`config.mk`:
```
export PLATFORM = sky130hd
export DESIGN_NAME = alu_result_stage_flat
export DESIGN_NICKNAME = d
export VERILOG_FILES = /design/src/rtl/alu_result_if.sv /design/src/rtl/alu_result_stage.sv /design/src/flat_wrapper.sv
export SDC_FILE = /design/constraint.sdc
export NUM_CORES = 1
export LEC_CHECK = 0
export CAP_MARGIN = 20
export CORE_MARGIN = 10
export CORE_UTILIZATION = 53
export CTS_CLUSTER_SIZE = 20
export DETAILED_ROUTE_END_ITERATION = 16
export GPL_TIMING_DRIVEN = 1
export PLACE_DENSITY = 0.86
export SYNTH_ARGS = -nofsm -noshare
export SYNTH_HDL_FRONTEND = slang
export SYNTH_SLANG_ARGS = --single-unit
```
`constraint.sdc`:
```
create_clock -name clk -period 19.6 [get_ports clk]
set_clock_uncertainty 0.05 [all_clocks]
set_input_delay 3.92 -clock clk [delete_from_list [all_inputs] [get_ports clk]]
set_output_delay 3.92 -clock clk [all_outputs]
set_load 0.005 [all_outputs]
```
`src/rtl/alu_result_if.sv`:
```
// Handshake bundle between the ALU (master) and its registered result stage (slave).
// It also carries the head-entry status and the monitoring outputs.
interface alu_result_if #(
    parameter int DATA_W = 65,
    parameter int TAG_W  = 4,
    parameter int DEPTH  = 2,
    parameter int CNT_W  = 32
);
    localparam int OCC_W = $clog2(DEPTH) + 1;

    logic              in_valid;
    logic              in_ready;
    logic [DATA_W-1:0] in_result;
    logic [5:0]        in_op;
    logic [TAG_W-1:0]  in_tag;
    logic              out_valid;
    logic              out_ready;
    logic [DATA_W-1:0] out_result;
    logic [TAG_W-1:0]  out_tag;
    logic              out_zero;
    logic              out_neg;
    logic              out_bool;
    logic              out_illegal;
    logic [OCC_W-1:0]  occupancy;
    logic [CNT_W-1:0]  retired_cnt;

    modport master (
        output in_valid, in_result, in_op, in_tag, out_ready,
        input  in_ready, out_valid, out_result, out_tag, out_zero, out_neg,
               out_bool, out_illegal, occupancy, retired_cnt
    );

    modport slave (
        input  in_valid, in_result, in_op, in_tag, out_ready,
        output in_ready, out_valid, out_result, out_tag, out_zero, out_neg,
               out_bool, out_illegal, occupancy, retired_cnt
    );
endinterface

```
`src/rtl/alu_result_stage.sv`:
```
// Registered ALU result stage: small FIFO with per-entry status flags and a retired-result counter.
// A stalled consumer backs up into the FIFO, so the ALU operand path keeps moving.
module alu_result_stage #(
    parameter int DATA_W = 65,
    parameter int TAG_W  = 4,
    parameter int DEPTH  = 2,
    parameter int CNT_W  = 32
) (
    input  logic        clk,
    input  logic        rst,
    input  logic        flush,
    alu_result_if.slave bus
);
    localparam int PTR_W = $clog2(DEPTH);
    localparam int OCC_W = PTR_W + 1;
    localparam logic [OCC_W-1:0] FULL_OCC = OCC_W'(DEPTH);

    typedef struct packed {
        logic [DATA_W-1:0] result;
        logic [TAG_W-1:0]  tag;
        logic              zero;
        logic              neg;
        logic              bool_f;
        logic              illegal;
    } entry_t;

    // Flags are frozen at push time, so the head only ever exposes stored bits.
    function automatic entry_t make_entry(input logic [DATA_W-1:0] result,
                                          input logic [5:0]        op,
                                          input logic [TAG_W-1:0]  tag);
        entry_t e;
        e.result  = result;
        e.tag     = tag;
        e.zero    = (result == '0);
        e.neg     = result[DATA_W-1];
        e.illegal = op[5];
        e.bool_f  = !op[5] && (op[4:0] >= 5'h0E);
        return e;
    endfunction

    entry_t           mem_q [DEPTH];
    logic [PTR_W-1:0] wr_ptr_q, rd_ptr_q;
    logic [OCC_W-1:0] occ_q, occ_d;
    logic [CNT_W-1:0] cnt_q;
    logic             in_ready_s, out_valid_s, push_s, pop_s;
    entry_t           head_s;

    assign in_ready_s  = (occ_q < FULL_OCC);
    assign out_valid_s = (occ_q != '0);
    assign push_s      = bus.in_valid && in_ready_s;
    assign pop_s       = out_valid_s && bus.out_ready;

    // Next occupancy from the push/pop pair.
    always_comb begin
        occ_d = occ_q;
        case ({push_s, pop_s})
            2'b10:   occ_d = occ_q + OCC_W'(1);
            2'b01:   occ_d = occ_q - OCC_W'(1);
            default: occ_d = occ_q;
        endcase
    end

    // Pointer, occupancy and counter state; rst outranks flush, and flush outranks traffic.
    always_ff @(posedge clk) begin
        if (rst) begin
            wr_ptr_q <= '0;
            rd_ptr_q <= '0;
            occ_q    <= '0;
            cnt_q    <= '0;
        end else if (flush) begin
            wr_ptr_q <= '0;
            rd_ptr_q <= '0;
            occ_q    <= '0;
        end else begin
            if (push_s) wr_ptr_q <= wr_ptr_q + PTR_W'(1);
            if (pop_s) begin
                rd_ptr_q <= rd_ptr_q + PTR_W'(1);
                cnt_q    <= cnt_q + CNT_W'(1);
            end
            occ_q <= occ_d;
        end
    end

    // Entry storage; contents are dont-care until occupancy says otherwise.
    always_ff @(posedge clk) begin
        if (push_s && !rst && !flush) begin
            mem_q[wr_ptr_q] <= make_entry(bus.in_result, bus.in_op, bus.in_tag);
        end
    end

    // Head view is masked to zero while the FIFO is empty.
    always_comb begin
        head_s = '0;
        if (out_valid_s) begin
            head_s = mem_q[rd_ptr_q];
        end else begin
            head_s = '0;
        end
    end

    assign bus.in_ready    = in_ready_s;
    assign bus.out_valid   = out_valid_s;
    assign bus.out_result  = head_s.result;
    assign bus.out_tag     = head_s.tag;
    assign bus.out_zero    = head_s.zero;
    assign bus.out_neg     = head_s.neg;
    assign bus.out_bool    = head_s.bool_f;
    assign bus.out_illegal = head_s.illegal;
    assign bus.occupancy   = occ_q;
    assign bus.retired_cnt = cnt_q;
endmodule

```
`src/flat_wrapper.sv`:
```
// flat-port wrapper written by rule: the top's interface ports become plain ports
module alu_result_stage_flat 
#(
    parameter int DATA_W = 65,
    parameter int TAG_W  = 4,
    parameter int DEPTH  = 2,
    parameter int CNT_W  = 32
)
  (clk, rst, flush, bus_in_valid, bus_in_result, bus_in_op, bus_in_tag, bus_out_ready, bus_in_ready, bus_out_valid, bus_out_result, bus_out_tag, bus_out_zero, bus_out_neg, bus_out_bool, bus_out_illegal, bus_occupancy, bus_retired_cnt);
  alu_result_if #(.DATA_W(DATA_W), .TAG_W(TAG_W), .DEPTH(DEPTH), .CNT_W(CNT_W)) bus_i ();
  input  logic clk;
  input  logic rst;
  input  logic flush;
  input wire logic [$bits(bus_i.in_valid)-1:0] bus_in_valid;
  input wire logic [$bits(bus_i.in_result)-1:0] bus_in_result;
  input wire logic [$bits(bus_i.in_op)-1:0] bus_in_op;
  input wire logic [$bits(bus_i.in_tag)-1:0] bus_in_tag;
  input wire logic [$bits(bus_i.out_ready)-1:0] bus_out_ready;
  output wire logic [$bits(bus_i.in_ready)-1:0] bus_in_ready;
  output wire logic [$bits(bus_i.out_valid)-1:0] bus_out_valid;
  output wire logic [$bits(bus_i.out_result)-1:0] bus_out_result;
  output wire logic [$bits(bus_i.out_tag)-1:0] bus_out_tag;
  output wire logic [$bits(bus_i.out_zero)-1:0] bus_out_zero;
  output wire logic [$bits(bus_i.out_neg)-1:0] bus_out_neg;
  output wire logic [$bits(bus_i.out_bool)-1:0] bus_out_bool;
  output wire logic [$bits(bus_i.out_illegal)-1:0] bus_out_illegal;
  output wire logic [$bits(bus_i.occupancy)-1:0] bus_occupancy;
  output wire logic [$bits(bus_i.retired_cnt)-1:0] bus_retired_cnt;
  assign bus_i.in_valid = bus_in_valid;
  assign bus_i.in_result = bus_in_result;
  assign bus_i.in_op = bus_in_op;
  assign bus_i.in_tag = bus_in_tag;
  assign bus_i.out_ready = bus_out_ready;
  assign bus_in_ready = bus_i.in_ready;
  assign bus_out_valid = bus_i.out_valid;
  assign bus_out_result = bus_i.out_result;
  assign bus_out_tag = bus_i.out_tag;
  assign bus_out_zero = bus_i.out_zero;
  assign bus_out_neg = bus_i.out_neg;
  assign bus_out_bool = bus_i.out_bool;
  assign bus_out_illegal = bus_i.out_illegal;
  assign bus_occupancy = bus_i.occupancy;
  assign bus_retired_cnt = bus_i.retired_cnt;
  alu_result_stage #(.DATA_W(DATA_W), .TAG_W(TAG_W), .DEPTH(DEPTH), .CNT_W(CNT_W)) u_core (.clk(clk), .rst(rst), .flush(flush), .bus(bus_i));
endmodule
```
==> impl_metrics.ini, run 1 <==
[yosys]
synthCells = 544
ys_top_cells_by_area = edfxtp_1, dfxtp_1, mux2i_1
synth_top_area_share_pct = 58.8
syn_nets = 626
avgSynthCellArea_um2 = 13.5
synth-seq-area-share_pct = 68.9
synth-seq-cells = 181
synth-edff-count = 144
ys_warn_count = 0
ys.flop_type = edfxtp_1
async_flop_share_pct = 0
synth.largest_area_cell = edfxtp_1
ys_types = 34
netlist_area_um2 = 7350

[die]
fp.dieH_um = 138
die-area_um2 = 19000
io_pins = 189
row_count = 42
core-area_um2 = 13400
initial_core_util_pct = 54.8
die_x_um = 138

[cts]
post_cts_resized = 0
clockBufferDepth = 2
ctsHoldBuffers = 0
cts_root_buf = clkbuf_16
clk_latency_ps = 430
cts_setup_buffers = 0
cts_max_level = 4
clk_pin_slew_ps = 70
cts_buffers = 17
cts_tree = built
cts.sinks = 181

[critical_path]
crit_type = reg -> out
cp.required_ps = 15630
crit_arrival_ps = 2740
worst-r2r-cell-count = 4
end_kind = primary output
r2r_end = u_core.bus.retired_cnt[28]
cp_max_fo = 43
reg2reg_from = u_core.bus.retired_cnt[8]
reg2reg_slack_ps = 17060
startpoint_type = flop

[placed_design]
dp_hpwl_mm = 12.9
placedCellCount = 884
dp_slack_ps = 13040
gp_congestion = 0.817
port_buffers = 187

[hold_path]
min_to = u_core.bus.retired_cnt[12]
hold_path_startpoint = u_core.bus.retired_cnt[12]
hold_class = reg -> reg
whs_path_depth = 2

[layout]
regArea_um2 = 5070
nFillCells = 853
nets = 809
multiInputGateArea_um2 = 2160
drive_above_1_share_pct = 6.49
area_delta_synth_final_pct = 36.7
stdcell_count = 916
n_antenna_cell = 0

[detailed_routing]
initialDrtViolationCount = 455
vias_per_cell = 5.65
wirelength_mm = 18.4
drc = 0
drt-pass1-iter-count = 5
final_antenna_net_count = 0
wire_per_inst_um = 20.1
route.vias.total = 5177

[outcome]
status = finished, final reports clean

[global_routing]
grt_usage_pct = 18.8
grt_pass1_vias = 5138
grt_pass1_wl_mm = 27.5
grt_overflow = 0
antenna_found_initial = 0
grt_max_degree = 69

[flow_run]
max-cap-violations = 0

[timing]
worst_slack_ps = 12890
setup_violations = 0
slew_viol_final = 0
max_slew_margin_pct = 38.8
hold_violations = 0
tightest_slew_ps = 917
fin_crit_sh_pct = 34.2
fmax_ghz = 0.149
setup_tns_ps = 0
rsz0062_at_grt = no
finalCriticalPeriod_ps = 6710
worst_hold_slack_ps = 451

[power]
p_leak_nw = 3.15
ir_drop_mv = 0.0583
power_mw = 0.857
pwr_density_cell_nw_per_um2 = 85.4
[power breakdown]
part	total (mW)	leakage, nW	internal (mW)	switching (mW)
clock network	0.368	0.311	0.227	0.141
registers	0.424	1.61	0.421	0.00289
logic	0.0651	1.23	0.0360	0.0292
[worst max-delay path, cell delays in order, from the launching register on]
cell and delay, ps:
dfxtp_4 690, buf_4 700, mux2i_1 170, nor2_1 200, clkdlybuf4s50_1 540
[cell usage in the layout, fill, tap and decap left out, drive strengths merged, types with 3 or more instances in the layout]
cell type / n
clkdlybuf4s50: 187
edfxtp: 144
nor2: 91
mux2i: 72
dfxtp: 37
nor4: 25
a21oi: 18
clkbuf: 17
nand2: 13
or4: 13
o31ai: 13
nand4: 12
nand3: 10
xnor2: 10
inv: 9
nor3: 7
nor2b: 6
buf: 6
clkinv: 6
and4: 5
mux2: 5
bufinv: 5
o21ai: 5
or3: 4
xor2: 4
and2: 3
[flip-flops by register name, indices dropped and copies added (netlist names), named ones only]
register / cells
u_core.bus.occupancy: 2
u_core.bus.retired_cnt: 32
u_core.rd_ptr_q: 1
u_core.wr_ptr_q: 1
u_core.mem_q: 144
[per-layer routing]
layer	wire length [um]	global-route usage, %
met1	7290	22.5
met2	9010	31.2
met3	1840	6.59
met4	249	6.14
met5	0	0
[per-stage QoR]
step	util (%)	cell area, um^2
after floorplan	-	7350
after global placement	70.1	9390
after detailed placement	70.1	9390
after CTS	74.9	10000
after global routing	74.9	10000
final	74.9	10000
[worst max path at each step]
| stage | endpoint | startpoint | cells past startpoint |
|---|---|---|---|
| floorplan | u_core.mem_q[1][0] | rst | 3 |
| global placement | u_core.mem_q[0][31] | flush | 3 |
| detailed placement | u_core.mem_q[0][27] | flush | 3 |
| CTS | bus_out_result[10] | flop | 4 |
| global route | bus_out_result[36] | flop | 4 |
| finish | bus_out_result[36] | flop | 4 |
[Yosys cell counts, drive strengths merged (2+ instances only)]
cell type and instances:
and3 2, mux2 5, edfxtp 144, and4 5, inv 7, and2 3, nand4 12, a21oi 18
o21ai 5, nand3b 2, xnor2 10, nand3 10, buf 8, mux2i 72, xor2 4, nor4 25
nor2 91, ha 2, dfxtp 37, nor2b 6, o31ai 13, or4 13, or3 4, clkbuf 21
nor3 7, nand2 13
[cell families after synthesis]
logic type               after synthesis  synth area share (%)
AND/OR/NAND/NOR                      196                  13.4
flip-flops                           181                  68.9
multiplexers                          77                  10.6
AO/OA/AOI/OAI                         38                  3.17
buffers and inverters                 36                  1.96
XOR/XNOR                              14                  1.67
adder cells (fa/ha/maj)                2                 0.340
[cell type report]
type	instances	area share (%)
tap	176	2.19
clock buffer	17	4.24
sequential	181	50.5
multi-input combinational	327	21.5
inverter	7	0.262
timing repair buffer	193	19.1
clock inverter	15	2.25
(Power assumes the default switching activity.)
==> run 2: changes to the inputs <==
- CORE_UTILIZATION: 53 -> 49
- PLACE_DENSITY: 0.86 -> 0.8
- clock period: 19.6 -> 6.5 ns (I/O delays scaled with it)
==> run 2 against run 1 <==
Wire length increased by 0.99%. Register-to-register slack got worse by 13000 ps. Combinational power grew to 3.0 times the previous value. Sequential share of layout area increased by 0.31 points. Worst hold slack gained 23 ps. Setup slack got worse by 11000 ps. Critical endpoint is now bus_out_result[64]. Largest cell class unchanged. Largest power group unchanged.
==> impl_metrics.ini, run 2 (synthesized netlist as in run 1, its figures left out) <==
[power]
p_leak_nw = 3.11
ir_drop_mv = 0.180
pwr_density_cell_nw_per_um2 = 248
power_mw = 2.47

[layout]
final_cell_mix = clkdlybuf4s50_1, edfxtp_1, nor2_1
regMostFlops = u_core.mem_q
largest_reg_flops = 144
stdcell_count = 923
n_antenna_cell = 0
layout_commonest_cell = clkdlybuf4s50_1
drive_above_1_share_pct = 5.68
nets = 808
stdcell_area_um2 = 9980
area_delta_synth_final_pct = 35.8

[flow_run]
max-cap-violations = 0

[critical_path]
startpoint_type = flop
cp.required_ps = 5150
crit_arrival_ps = 2770
worst-r2r-cell-count = 4
end_kind = primary output
r2r_end = u_core.bus.retired_cnt[25]
cp_max_fo = 38
path_cells = buf_4, mux2i_1, nor2_1, clkdlybuf4s50_1
reg2reg_from = u_core.bus.retired_cnt[8]
slowest_stage = dfxtp_4
crit_type = reg -> out
cp_slowest_stage_delay_ps = 740
reg2reg_slack_ps = 3960

[timing]
tightest_slew_ps = 972
fmax_ghz = 0.243
finalCriticalPeriod_ps = 4120
setup_tns_ps = 0
hold_violations = 0
rsz0062_at_grt = no
max_slew_margin_pct = 35.2
setup_violations = 0
fin_crit_sh_pct = 63.4
slew_viol_final = 0
worst_slack_ps = 2380

[die]
initial_core_util_pct = 50.4
die_x_um = 142
die-area_um2 = 20300
fp.dieH_um = 142
row_count = 44
io_pins = 189
core-area_um2 = 14600

[global_routing]
grt_overflow = 0
grt_usage_pct = 17.9
grt_pass1_vias = 5255
grt_pass1_wl_mm = 28.6
grt_max_degree = 74
antenna_found_initial = 0

[cts]
cts_root_buf = clkbuf_16
clk_latency_ps = 410
clockBufferDepth = 2
clk_pin_slew_ps = 60
cts.sinks = 181
cts_buffers = 17
post_cts_resized = 0
cts_tree = built
cts_setup_buffers = 0
cts_max_level = 4
ctsHoldBuffers = 0

[hold_path]
hold_path_startpoint = u_core.bus.retired_cnt[30]
min_to = u_core.bus.retired_cnt[30]
hold_class = reg -> reg
whs_path_depth = 2

[placed_design]
dp_hpwl_mm = 12.8
postPlaceCellArea_um2 = 9410
port_buffers = 187
gp_congestion = 0.811
dp_slack_ps = 2680
placedCellCount = 891

[detailed_routing]
wire_per_inst_um = 20.1
final_antenna_net_count = 0
initialDrtViolationCount = 287
drc = 0
route.vias.total = 5177
vias_per_cell = 5.61
wirelength_mm = 18.6
drt-pass1-iter-count = 4

[outcome]
status = finished, final reports clean
[run 2: cell type report]
class | count | area, um^2
fillers | 1019 | 4610
multi-input cells | 327 | 2180
inverters | 7 | 26.3
clock inverters | 14 | 141
clock buffers | 18 | 429
repair buffers | 192 | 1910
flip-flops and latches | 181 | 5070
well taps | 184 | 230
[run 2: how the worst max path moves through the flow]
stage	from	end	slack (ps)	depth (start not counted)
finish	flop	bus_out_result[64]	2380	4
detailed placement	flush	u_core.bus.retired_cnt[24]	2680	5
CTS	flop	bus_out_result[49]	2320	4
global route	flop	bus_out_result[11]	2240	4
global placement	flush	u_core.bus.retired_cnt[26]	2770	5
floorplan	rst	u_core.mem_q[1][0]	210	3
[run 2: worst max-delay path, delay by kind of cell (launching register included)]
family	cells	cell delay, ps
buf+inv	2	1220
mux	1	170
simple gates	1	200
flops	1	740
[run 2: routing by layer]
metal	GRT usage, %	part of all wire (%)
met1	21.4	40
met2	29.8	50
met3	6.28	8.9
met4	4.85	1.2
met5	0	0
[run 2: report_power, final]
| part | internal (mW) | switching, mW |
|---|---|---|
| clock | 0.594 | 0.401 |
| sequential | 1.27 | 0.00920 |
| combinational | 0.109 | 0.0885 |
[run 2: stage by stage]
step           hold WS, ps  util [%]
2_1_floorplan          426         -
3_3_place_gp           430      64.5
3_5_place_dp           457      64.5
4_1_cts                474      68.4
5_1_grt                494      68.4
6_report               474      68.4
==> run 3: changes to the inputs <==
- clock period: 6.5 -> 4 ns (I/O delays scaled with it)
==> run 3 against run 2 <==
Non-clock buffer count increased by 3. Final area increased by 0.44%. Wire length decreased by 1.5%. Critical endpoint is now bus_out_result[5]. Largest cell class unchanged.
==> impl_metrics.ini, run 3 (synthesized netlist as in run 1, its figures left out) <==
[detailed_routing]
drc = 0
wirelength_mm = 18.3
initialDrtViolationCount = 230
route.vias.total = 5132
vias_per_cell = 5.54
final_antenna_net_count = 0
wire_per_inst_um = 19.7
drt-pass1-iter-count = 4

[critical_path]
cp_max_fo = 40
slowest_stage = dfxtp_4
reg2reg_slack_ps = 1510
end_kind = primary output
crit_type = reg -> out
path_buf_inv = 2
cp.required_ps = 3150
crit_arrival_ps = 2400
path_cells = buf_4, mux2i_1, nor2_1, clkdlybuf4s50_1
cp_top_family = buffers and inverters
reg2reg_from = u_core.bus.retired_cnt[8]
cp_slowest_stage_delay_ps = 800
startpoint_type = flop
r2r_end = u_core.bus.retired_cnt[25]
worst-r2r-cell-count = 4

[power]
power_mw = 3.95
ir_drop_mv = 0.279
pwr_density_cell_nw_per_um2 = 394
p_leak_nw = 3.14

[timing]
max_slew_margin_pct = 48.6
rsz0062_at_grt = no
slew_viol_final = 0
hold_violations = 0
fmax_ghz = 0.307
fin_crit_sh_pct = 81.4
setup_violations = 0
setup_tns_ps = 0
finalCriticalPeriod_ps = 3250
tightest_slew_ps = 764

[cts]
post_cts_resized = 0
ctsHoldBuffers = 0
cts_max_level = 4
cts_tree = built
cts_setup_buffers = 0
cts_root_buf = clkbuf_16
cts_buffers = 17
cts.sinks = 181
clk_latency_ps = 410
clockBufferDepth = 2
clk_pin_slew_ps = 60

[placed_design]
port_buffers = 187
gp_congestion = 0.791
dp_hpwl_mm = 12.8

[global_routing]
grt_pass1_wl_mm = 28.2
grt_max_degree = 69
grt_pass1_vias = 5234
antenna_found_initial = 0
grt_usage_pct = 17.5
grt_overflow = 0

[layout]
drive_above_1_share_pct = 6.33
final_cell_mix = clkdlybuf4s50_1, edfxtp_1, nor2_1
final_util_pct = 68.7
regMostFlops = u_core.mem_q
nets = 811
area_delta_synth_final_pct = 36.4
layout_commonest_cell = clkdlybuf4s50_1
largest_reg_flops = 144

[hold_path]
min_to = u_core.bus.retired_cnt[12]
whs_path_depth = 2
hold_path_startpoint = u_core.bus.retired_cnt[12]
hold_class = reg -> reg

[die]
io_pins = 189
fp.dieH_um = 142
core-area_um2 = 14600
initial_core_util_pct = 50.4
die_x_um = 142
row_count = 44
die-area_um2 = 20300

[flow_run]
max-cap-violations = 0

[outcome]
status = finished, final reports clean
==> run 3: cell count changes in the layout (fill, tap and decap cells not counted), moves of 2 or more <==
| cell | before | now |
|---|---|---|
| clkinv_1 | 5 | 0 |
| clkbuf_1 | 1 | 5 |
| buf_12 | 0 | 3 |
| bufinv_16 | 3 | 0 |
| clkbuf_16 | 17 | 19 |
| clkbuf_2 | 0 | 2 |
| clkbuf_8 | 0 | 2 |
==> run 3: metal layers <==
layer	track usage (%)	wire length [um]
met5	0	0
met4	5.75	241
met3	5.21	1200
met2	29.4	9290
met1	21.1	7550
==> run 3: where the power goes <==
group	leakage [nW]	switching [mW]	internal, mW	total, mW
sequential	1.61	0.0158	2.06	2.08
combinational	1.25	0.144	0.182	0.326
clock	0.278	0.635	0.905	1.54
total	3.14	0.795	3.15	3.95
==> run 3: worst min-delay path, delay by kind of cell, from the launching register on <==
| kind | cells | cell delay [ps] |
|---|---|---|
| flip-flops | 1 | 320 |
| AO/OA/AOI/OAI | 2 | 130 |
==> run 3: cell type report <==
cell class,count,area (um^2)
clock buffers,28,532
well taps,184,230
flip-flops and latches,181,5070
clock inverters,4,20.0
diodes,1,2.50
multi-input cells,327,2180
inverters,7,26.3
fillers,995,4560
repair buffers,195,1970
==> run 3: how the worst max path moves through the flow <==
stage          cells past startpoint  slack, ps                         end
2_1_floorplan                      3          7          u_core.mem_q[1][0]
3_3_place_gp                       6        990  u_core.bus.retired_cnt[24]
3_5_place_dp                       6        950  u_core.bus.retired_cnt[28]
6_report                           4        750           bus_out_result[5]
4_1_cts                            4        700          bus_out_result[26]
5_1_grt                            4        600           bus_out_result[4]
==> run 3: per-stage QoR <==
stage / instance area (um^2) / cells / hold WS, ps / setup WS, ps
after floorplan: 7380 / 544 / 426 / 7.29
after global placement: 9470 / 894 / 430 / 986
after detailed placement: 9470 / 894 / 446 / 945
after CTS: 10000 / 926 / 452 / 696
after global routing: 10000 / 926 / 496 / 601
final: 10000 / 927 / 454 / 746
